**src/rtl/axil_wr_cmd_master.sv**
```systemverilog
// Flat write-command stream to AXI4-lite write master with bounded outstanding writes.
// Each accepted command becomes one AW/W pair; every BRESP is forwarded in command order.
//  state | meaning
//  IDLE  | no AW/W beat pending; accepts a command while under the outstanding limit
//  ISSUE | AW and/or W beat of the last accepted command still awaiting its handshake
module axil_wr_cmd_master #(
   parameter int ADDR_WIDTH      = 32,
   parameter int DATA_WIDTH      = 32,
   parameter int STRB_WIDTH      = DATA_WIDTH/8,
   parameter int MAX_OUTSTANDING = 4,
   parameter int CNT_WIDTH       = $clog2(MAX_OUTSTANDING+1)
) (
   input  logic                  clk,
   input  logic                  rst,
   input  logic [ADDR_WIDTH-1:0] cmd_addr,
   input  logic [2:0]            cmd_prot,
   input  logic [DATA_WIDTH-1:0] cmd_data,
   input  logic [STRB_WIDTH-1:0] cmd_strb,
   input  logic                  cmd_valid,
   output logic                  cmd_ready,
   output logic [1:0]            resp_bresp,
   output logic                  resp_valid,
   input  logic                  resp_ready,
   output logic [ADDR_WIDTH-1:0] m_axil_awaddr,
   output logic [2:0]            m_axil_awprot,
   output logic                  m_axil_awvalid,
   input  logic                  m_axil_awready,
   output logic [DATA_WIDTH-1:0] m_axil_wdata,
   output logic [STRB_WIDTH-1:0] m_axil_wstrb,
   output logic                  m_axil_wvalid,
   input  logic                  m_axil_wready,
   input  logic [1:0]            m_axil_bresp,
   input  logic                  m_axil_bvalid,
   output logic                  m_axil_bready,
   output logic [CNT_WIDTH-1:0]  outstanding,
   output logic                  busy,
   output logic [15:0]           err_count
);

   typedef enum logic {IDLE, ISSUE} state_t;

   localparam logic [CNT_WIDTH-1:0] MAX_CNT = CNT_WIDTH'(MAX_OUTSTANDING);

   state_t      state, state_nxt;
   logic        cmd_fire, aw_fire, w_fire, b_fire;
   logic [15:0] err_cnt_q;

   // Ready signals depend only on registered state, never on same-cycle valids.
   assign cmd_ready     = (state == IDLE) && (outstanding < MAX_CNT);
   assign m_axil_bready = !resp_valid && (outstanding != '0);
   assign cmd_fire      = cmd_valid && cmd_ready;
   assign aw_fire       = m_axil_awvalid && m_axil_awready;
   assign w_fire        = m_axil_wvalid && m_axil_wready;
   assign b_fire        = m_axil_bvalid && m_axil_bready;
   assign busy          = (outstanding != '0) || m_axil_awvalid || m_axil_wvalid || resp_valid;
   assign err_count     = err_cnt_q;

   always_ff @(posedge clk or posedge rst) begin
      if (rst) state <= IDLE;
      else     state <= state_nxt;
   end

   always_comb begin
      state_nxt = state;
      case (state)
         IDLE:  if (cmd_fire) state_nxt = ISSUE;
         ISSUE: if ((aw_fire || !m_axil_awvalid) && (w_fire || !m_axil_wvalid)) state_nxt = IDLE;
         default: state_nxt = IDLE;
      endcase
   end

   always_ff @(posedge clk or posedge rst) begin
      if (rst) begin
         m_axil_awaddr  <= '0;
         m_axil_awprot  <= '0;
         m_axil_awvalid <= 1'b0;
         m_axil_wdata   <= '0;
         m_axil_wstrb   <= '0;
         m_axil_wvalid  <= 1'b0;
      end else begin
         if (cmd_fire) begin
            m_axil_awaddr  <= cmd_addr;
            m_axil_awprot  <= cmd_prot;
            m_axil_wdata   <= cmd_data;
            m_axil_wstrb   <= cmd_strb;
            m_axil_awvalid <= 1'b1;
            m_axil_wvalid  <= 1'b1;
         end else begin
            if (aw_fire) m_axil_awvalid <= 1'b0;
            if (w_fire)  m_axil_wvalid  <= 1'b0;
         end
      end
   end

   always_ff @(posedge clk or posedge rst) begin
      if (rst) begin
         outstanding <= '0;
         resp_valid  <= 1'b0;
         resp_bresp  <= 2'b00;
         err_cnt_q   <= '0;
      end else begin
         case ({cmd_fire, b_fire})
            2'b10:   outstanding <= outstanding + CNT_WIDTH'(1);
            2'b01:   outstanding <= outstanding - CNT_WIDTH'(1);
            default: outstanding <= outstanding;
         endcase
         // bready is low while a response is held, so set and clear never collide.
         if (b_fire) begin
            resp_valid <= 1'b1;
            resp_bresp <= m_axil_bresp;
            if (m_axil_bresp != 2'b00 && err_cnt_q != 16'hFFFF) err_cnt_q <= err_cnt_q + 16'd1;
         end else if (resp_valid && resp_ready) begin
            resp_valid <= 1'b0;
         end
      end
   end

endmodule
```
**config.mk**
```make
export PLATFORM = sky130hd
export DESIGN_NAME = axil_wr_cmd_master
export DESIGN_NICKNAME = d
export VERILOG_FILES = /design/src/rtl/axil_wr_cmd_master.sv
export SDC_FILE = /design/constraint.sdc
export NUM_CORES = 1
export LEC_CHECK = 0
export ABC_AREA = 1
export BUFFER_PORTS_ARGS = -buffer_cell sky130_fd_sc_hd__buf_2
export CAP_MARGIN = 0
export CORE_MARGIN = 8
export CORE_UTILIZATION = 53
export CTS_BUF_LIST = sky130_fd_sc_hd__clkbuf_8
export CTS_CLUSTER_SIZE = 40
export DETAILED_ROUTE_END_ITERATION = 16
export PLACE_DENSITY = 0.94
export REMOVE_ABC_BUFFERS = 1
export SYNTH_ARGS = -nofsm -noshare
export SYNTH_HDL_FRONTEND = slang
export SYNTH_SLANG_ARGS = --single-unit
```
**constraint.sdc**
```tcl
create_clock -name clk -period 4.9 [get_ports clk]
set_input_delay 0.98 -clock clk [delete_from_list [all_inputs] [get_ports clk]]
set_output_delay 0.98 -clock clk [all_outputs]
set_load 0.05 [all_outputs]
```
# Word level (Yosys, flattened, before mapping)
# Cells that the tools add are included.
dict set report totals {
  register_bits 96
  latchBits 0
  ram_bits 0
  romBits 0
  output_inout_bits 98
  n_memories 0
}
dict set report op_classes {
  add_sub_neg 3
  multipliers 0
  n_div 0
  n_lt_le_gt_ge 1
  n_eq_ne 3
  shift 0
  n_mux 10
  bitwise 1
  reduce_logical 24
}
# cell count
set ops {}
lappend ops {{$add A16 B1 Y16 const B} 1}
lappend ops {{$ne A16 B16 Y1 const B} 1}
lappend ops {{$reduce_bool A2 Y1} 5}
lappend ops {{$logic_and A1 B1 Y1} 9}
lappend ops {{$mux W1} 8}
lappend ops {{$pmux W3 S2} 1}
lappend ops {{$logic_or A1 B1 Y1} 5}
lappend ops {{$add A3 B1 Y3 const B} 1}
lappend ops {{$logic_not A1 Y1} 3}
lappend ops {{$lt A3 B3 Y1 const B} 1}
lappend ops {{$reduce_bool A3 Y1} 1}
lappend ops {{$sub A3 B1 Y3 const B} 1}
lappend ops {{$eq A2 B1 Y1 const B} 1}
lappend ops {{$eq A2 B2 Y1 const B} 1}
lappend ops {{$pmux W1 S2} 1}
lappend ops {{$reduce_and A2 Y1} 1}
lappend ops {{$not A1 Y1} 1}

# Depth between registers and ports, before layout
# Gate-level depths: netlist of the first run.
dict set report logic_depth {
  depth_word 5
  mapped_depth 10
  ltp_nobuf 10
}

# Worst setup path before layout of the first run
# OpenSTA, ideal clock, no wires.
dict set report synth_timing {
  path_type {register to register}
  startpoint {reg outstanding[2]}
  endpoint {reg outstanding[1]}
  setup_time_ps 83
  arrival_time_ps 2664
  required_time_ps 4817
  slack_ps 2154
  stages_incl_launch_ff 9
  n_path_buf 2
  path_cell_list {dfrtp_1 nor2_1 nand2_1 buf_2 buf_2 ha_1 inv_1 fa_1 o21ai_0}
}
dict set report synth_via {
  elab_chain_len 5
  word_cells_on_any_way 10
  cone_classes {order compare (1); eq/ne (2); mux (1); reduce/logical (6)}
}
# element line
set synth_lines {}
lappend synth_lines {{start: declaration} 35} ;# output logic [CNT_WIDTH-1:0] outstanding,
lappend synth_lines {{start signal: assignment} 103} ;# 2'b10: outstanding <= outstanding + CNT_WIDTH'(1);
lappend synth_lines {{start signal: assignment} 104} ;# 2'b01: outstanding <= outstanding - CNT_WIDTH'(1);
lappend synth_lines {{start signal: assignment} 105} ;# default: outstanding <= outstanding;
lappend synth_lines {{$lt A3 B3 Y1 *} 49} ;# assign cmd_ready = (state == IDLE) && (outstanding < MAX_CNT);
lappend synth_lines {{$logic_and A1 B1 Y1 *} 49}
lappend synth_lines {{net cmd_ready} 20} ;# output logic cmd_ready,
lappend synth_lines {{$logic_and A1 B1 Y1 *} 51} ;# assign cmd_fire = cmd_valid && cmd_ready;
lappend synth_lines {{$eq A2 B1 Y1 / $eq A2 B2 Y1 (equally long branches)} 102} ;# case ({cmd_fire, b_fire})
lappend synth_lines {{$pmux W3 S2 / $reduce_bool A2 Y1 (equally long branches)} -}
# The timed path passes the listed nets; every way through them passes the cells marked *.
# A chain may end at the register's enable or synchronous reset.

# Worst setup path in the final report of the first run
dict set report layout_timing {
  startpoint {reg outstanding[2]}
  endpoint {out busy}
}
dict set report layout_via {
  elab_chain_len 4
}
# element line
set layout_lines {}
lappend layout_lines {{$reduce_bool A3 Y1} 55} ;# assign busy = (outstanding != '0) || m_axil_awvalid || m_axil_wvalid || resp_valid;
lappend layout_lines {{$logic_or A1 B1 Y1 (3 in series)} 55}
lappend layout_lines {{end: declaration} 36} ;# output logic busy,
# Every way passes these cells.

==> results.toml, run 1 <==
[drt]
met2_length_microns = 5220
via_per_inst = 5.06
drc = 0
highest_layer = "met4"
final_antenna_net_count = 0
wirelength_met1_microns = 3540
wl_per_cell_microns = 16.5
dr_wl_met3_microns = 1490
wirelength_microns = 10400
first_iter_violations = 101
routed-via-count = 3194
dr.pass1.iters = 4

[sta]
maxSlewViolCount = 0
grt_setup_unrepaired = "no"
period_share_pct = 48.3
slew_headroom_pct = 40.6
finalWorstSetupSlack_ns = 2.53
fin_tns_setup_ns = 0
setup_viol = 0
hold_violations = 0
layout_min_cycle_time_ns = 2.37
finalClockSkew_ns = 0.0105
worst_pin_slew_ns = 0.891
max_freq_mhz = 423

[outcome]
status = "finished, final reports clean"

[worst_setup_path]
cpLargestDelayFamily = "flip-flops"
cpPeakStageDelay_ns = 0.41
critPathSlowestCell = "dfrtp_1"
worst_path_most_repeated_cell = "nand3_1"
crit_chain = "inv_1 -> nand3_1 -> nor2_1 -> nand3_1 -> buf_2"
path_class = "flop to output port"
end_kind = "output port"
cp_max_fo = 3
critical_path_required_ns = 3.92
cp.arrival_ns = 1.39
start_kind = "flop"
cp_num_buf_inv = 2

[floorplan]
num_rows = 32
die_w_microns = 103
die_area_sq_mm = 0.0107
floorplan.initialDensity_pct = 53.6
fp.dieH_microns = 103
ios = 178
core-area_sq_mm = 0.00757

[pwr]
p_per_area_mw_per_mm2 = 817
netSwitchingPower_mw = 2.26
clkPwrFrac_pct = 12.0
p_total_mw = 4.27
sw_frac_of_total_pct = 52.9
pwr-share-comb_pct = 56.4
internal_power_mw = 2.01
ir_worst_vdd_uv = 769
p_leak_nw = 2.67
p_seq_share_pct = 31.6

[grt]
grt_pass1_wl_microns = 16700
gr-total-overflow = 0
antenna_found_initial = 0
grt_usage_pct = 20.3
grt_start_max_net_pins = 75
grt_pass1_vias = 3463

[logic_synthesis]
syn_avg_cell_area_sq_um = 11.7
synth_warnings = 0
netlist_instances = 345
yosysSeqAreaShare_pct = 59.3
synth_area_sq_mm = 0.00405
synthDistinctLibCells = 22
synth.ff_latch_count = 96

[cells_and_area]
layout.cells.non_filler = 631
layout_common_cells = "177 x buf_2, 96 x dfrtp_1, 80 x nand2_1, 71 x mux2_2, 17 x nor2_1"
n_antenna_cell = 0
drive_above_1_share_pct = 52.6
syn_to_final_growth_pct = 28.9
fin_nets = 608
design_area_sq_mm = 0.00523
final_common_cell = "buf_2"

[placement]
gp_congestion = 0.895
portBuffers = 177
place_hpwl_microns = 8230
pre_cts_ws_ns = 2.34
dp.cells = 616
place_area_sq_mm = 0.00503

[clocking]
clk_latency_ns = 0.35
post_cts_resized = 0
post-cts-setup-buffer-count = 0
path_clk_slew_ns = 0.09
cts_hold_buf = 0
clock-sinks = 96
cts-root-buf = "clkbuf_8"
clk_path_buf_depth = 2
htree_levels = 3
cts_tree = "done"
cts_made_buffers = 9

[hold_path]
hold_class = "flop to flop"

[flow_run]
cap_violations = 0
through the flow:
| stage | utilization [%] | hold slack [ns] |
|---|---|---|
| after floorplan | - | 0.443 |
| after global placement | 66.5 | 0.465 |
| after detailed placement | 66.5 | 0.465 |
| after CTS | 69.0 | 0.488 |
| after global routing | 69.0 | 0.518 |
| final | 69.0 | 0.490 |
routing by layer:
layer | vias up | track usage [%]
li1 | 1500 | -
met1 | 1526 | 21.9
met2 | 151 | 33.8
met3 | 17 | 10.4
met4 | 0 | 6.90
met5 | - | 0
power by group through the flow:
stage                     Clock, mW  Sequential [mW]  Combinational, mW
after floorplan                   0             2.57              0.621
after global placement            0             1.33               2.39
after detailed placement          0             1.36               2.43
after CTS                     0.521             1.35               2.43
after global routing          0.557             1.40               2.52
final                         0.514             1.35               2.41
cell families after synthesis:
| family | Yosys count | synth area share (%) |
|---|---|---|
| AO/OA/AOI/OAI | 8 | 1.02 |
| XOR/XNOR | 10 | 2.16 |
| adder cells (fa/ha/maj) | 3 | 1.11 |
| buffers and inverters | 29 | 3.15 |
| flip-flops | 96 | 59.3 |
| multiplexers | 71 | 19.7 |
| AND/OR/NAND/NOR | 128 | 13.6 |
synth_stat cells:
library cell | n | area share [%]
mux2_2 | 71 | 20
inv_2 | 2 | 0.19
xor2_1 | 5 | 1.1
nand2_4 | 1 | 0.28
inv_1 | 17 | 1.6
buf_2 | 9 | 1.1
o22ai_1 | 1 | 0.15
nand3_1 | 16 | 2.0
buf_6 | 1 | 0.28
ha_1 | 2 | 0.62
nand2_1 | 81 | 7.5
nor2_2 | 2 | 0.31
nor2_1 | 17 | 1.6
nor2_4 | 2 | 0.56
xnor2_1 | 5 | 1.1
nand2_2 | 3 | 0.46
nor3_1 | 1 | 0.12
dfrtp_1 | 96 | 59
o21ai_0 | 6 | 0.74
nand4_1 | 5 | 0.77
a21oi_1 | 1 | 0.12
fa_1 | 1 | 0.49
state kept, by name (all words and copies together), names as in the netlist:
signal / flops
m_axil_awprot: 3
m_axil_wdata: 32
err_count: 16
m_axil_awvalid: 1
outstanding: 3
m_axil_wstrb: 4
resp_valid: 1
state: 1
resp_bresp: 2
m_axil_awaddr: 32
m_axil_wvalid: 1
final cells by class:
cell class                 count  area [sq um]
clock buffer                   9           124
clock inverter                 6          67.6
fill                         553          2340
inverter                      19          72.6
multi-input combinational    220          1530
sequential                    96          2400
tap                          102           128
timing repair buffer         179           901
worst register-to-register path: cells and delay by family, from the launching register on:
family / cells / cell delay [ns]
compound gates: 2 / 0.26
xor+xnor: 1 / 0.15
fa+ha+maj: 2 / 0.56
buf+inv: 3 / 0.35
flops: 1 / 0.39
simple gates: 2 / 0.32
final timing paths:
kind / start / endpoint / slack [ns] / depth (start not counted)
max: outstanding[2] / busy / 2.53 / 5
min: state / state / 0.49 / 2
max reg2reg: outstanding[2] / outstanding[2] / 2.76 / 10
min reg2reg: state / state / 0.49 / 2
max in group asynchronous: rst / m_axil_awaddr[28] / 3.07 / 3
min in group asynchronous: rst / m_axil_wdata[26] / 0.73 / 2
Note: power is estimated with default switching activity, not from simulation.
==> run 2: changes to the inputs <==
- ABC_AREA: 1 -> 0
- CORE_UTILIZATION: 53 -> 48
- PLACE_DENSITY: 0.94 -> 0.88
- clock period: 4.9 -> 2.32 ns (I/O delays scaled with it)
==> results.toml, run 2 <==
[grt]
grt_usage_pct = 18.3
gr-total-overflow = 0
grt_pass1_wl_microns = 16800
antenna_found_initial = 0
grt_start_max_net_pins = 74
grt_pass1_vias = 3560

[floorplan]
core-area_sq_mm = 0.00801
fp.dieH_microns = 106
die_area_sq_mm = 0.0112
ios = 178
num_rows = 33
die_w_microns = 106
floorplan.initialDensity_pct = 48.5

[pwr]
p_leak_nw = 2.94
sw_frac_of_total_pct = 54.3
internal_power_mw = 4.12
p_total_mw = 9.01
p_per_area_mw_per_mm2 = 1770
p_seq_share_pct = 31.9
clkPwrFrac_pct = 13.5
ir_worst_vdd_uv = 1310
netSwitchingPower_mw = 4.89
pwr-share-comb_pct = 54.6

[outcome]
status = "finished, final reports clean"

[logic_synthesis]
netlist.area_leader.share_pct = 61.9
synth_largest_area_cell = "dfrtp_1"
synth_area_sq_mm = 0.00388
netlist_instances = 411
synth.most_common_cell = "nand2_1"
synth.ff_latch_count = 96
ys.flop_type = "dfrtp_1"
synth_common_cells = "217 x nand2_1, 96 x dfrtp_1, 11 x nor2_1"
yosysSeqAreaShare_pct = 61.9
synthDistinctLibCells = 31
synth-edff-count = 0
synthArstFlopShare_pct = 100
netlist_top_cells_area = "dfrtp_1 62%, nand2_1 21%, xor2_1 2.3%"
synth_warnings = 0
syn_avg_cell_area_sq_um = 9.45

[sta]
period_share_pct = 86.0
setup_viol = 0
hold_violations = 0
layout_min_cycle_time_ns = 1.99
finalClockSkew_ns = 0.0144
slew_headroom_pct = 51.8
worst_pin_slew_ns = 0.723
maxSlewViolCount = 0
max_freq_mhz = 501
grt_setup_unrepaired = "no"
fin_hold_ws_ns = 0.0947
finalWorstSetupSlack_ns = 0.326
fin_tns_setup_ns = 0

[worst_setup_path]
path_class = "flop to flop"
critical_path_required_ns = 2.55
start_kind = "flop"
rr_startpoint = "outstanding[0]"
cpLargestDelayFamily = "simple AND/OR/NAND/NOR gates"
r2r_slack_ns = 0.33
worst_r2r_path_depth = 10
cpPeakStageDelay_ns = 0.44
critPathSlowestCell = "dfrtp_1"
cp_max_fo = 4
cp.arrival_ns = 2.23
end_kind = "flop"
crit_start = "outstanding[0]"
cp_num_buf_inv = 2
path_depth = 10
rr_endpoint = "outstanding[2]"
crit_chain = "nor3_2 -> nor2_1 -> nand2_1 -> inv_1 -> ha_1 -> inv_1 -> fa_1 -> xor2_1 -> nor2_1 -> xor2_1"

[cells_and_area]
syn_to_final_growth_pct = 30.7
n_antenna_cell = 0
fin_nets = 669
final_common_cell = "nand2_1"
design_area_sq_mm = 0.00508
layout_common_cells = "217 x nand2_1, 177 x buf_2, 96 x dfrtp_1, 11 x nor2_1, 11 x clkbuf_8"
drive_above_1_share_pct = 35.4

[clocking]
htree_levels = 3
post_cts_resized = 0
cts_made_buffers = 9
cts_tree = "done"
cts_hold_buf = 0
clock-sinks = 96
path_clk_slew_ns = 0.09
clk_path_buf_depth = 2
clk_latency_ns = 0.34
post-cts-setup-buffer-count = 0
cts-root-buf = "clkbuf_8"

[drt]
via_per_inst = 4.77
dr.pass1.iters = 4
wl_per_cell_microns = 14.5
wirelength_microns = 10100
routed-via-count = 3317
first_iter_violations = 109
drc = 0
final_antenna_net_count = 0

[placement]
place_area_sq_mm = 0.00484
pre_cts_ws_ns = 0.325
portBuffers = 177
place_hpwl_microns = 7770
gp_congestion = 0.826

[flow_run]
cap_violations = 0

[hold_path]
hold_class = "input pin to async pin"
## run 2: layout make-up
class | instances | area [sq um]
clock buffer | 11 | 151
inverter | 10 | 40.0
fill | 675 | 2930
timing repair buffer | 181 | 928
multi-input combinational | 288 | 1340
tap | 105 | 131
clock inverter | 5 | 80.1
sequential | 96 | 2400
## run 2: how the worst max path moves through the flow
stage                      to  slack (ns)
3_5_place_dp   outstanding[2]        0.32
6_report       outstanding[2]        0.33
4_1_cts        outstanding[2]        0.31
5_1_grt        outstanding[2]        0.14
3_3_place_gp   outstanding[2]        0.42
2_1_floorplan  outstanding[2]       -2.86
## run 2: logic make-up (layout without fill, tap and decap cells)
group / Yosys count / count (layout) / share of synthesized area, %
and+or+nand+nor: 256 / 256 / 27.0
muxes: 5 / 5 / 1.51
xor gates and xnor gates: 17 / 17 / 3.83
buffers and inverters: 27 / 207 / 3.61
AOI/OAI and AO/OA: 7 / 7 / 0.999
DFF: 96 / 96 / 61.9
adders and majority gates: 3 / 3 / 1.16
## run 2: worst reg2reg max path, stage by stage, from the launching register on
cell and delay [ns]:
dfrtp_1 0.44, nor3_2 0.34, nor2_1 0.09, nand2_1 0.14, inv_1 0.07, ha_1 0.20, inv_1 0.07, fa_1 0.17
xor2_1 0.15, nor2_1 0.07, xor2_1 0.14
## run 2: power groups by stage
stage | sequential (mW) | combinational, mW | clock (mW)
2_1_floorplan | 5.37 | 1.21 | 0
4_1_cts | 2.88 | 4.98 | 1.25
3_3_place_gp | 2.85 | 4.87 | 0
3_5_place_dp | 2.90 | 4.98 | 0
5_1_grt | 2.96 | 5.24 | 1.32
6_report | 2.87 | 4.92 | 1.22
## run 2: stage by stage
stage	std cells	util, %
global route	696	63.4
CTS	696	63.4
floorplan	394	-
detailed placement	680	60.5
finish	696	63.4
global placement	680	60.5
## run 2: metal layers
| layer | GRT usage [%] | part of all wire [%] | vias to the layer above |
|---|---|---|---|
| met4 | 5.83 | 1.6 | 0 |
| met5 | 0 | 0 | - |
| met3 | 7.02 | 9.3 | 16 |
| met2 | 31.3 | 50 | 126 |
| li1 | - | - | 1622 |
| met1 | 20.6 | 39 | 1553 |
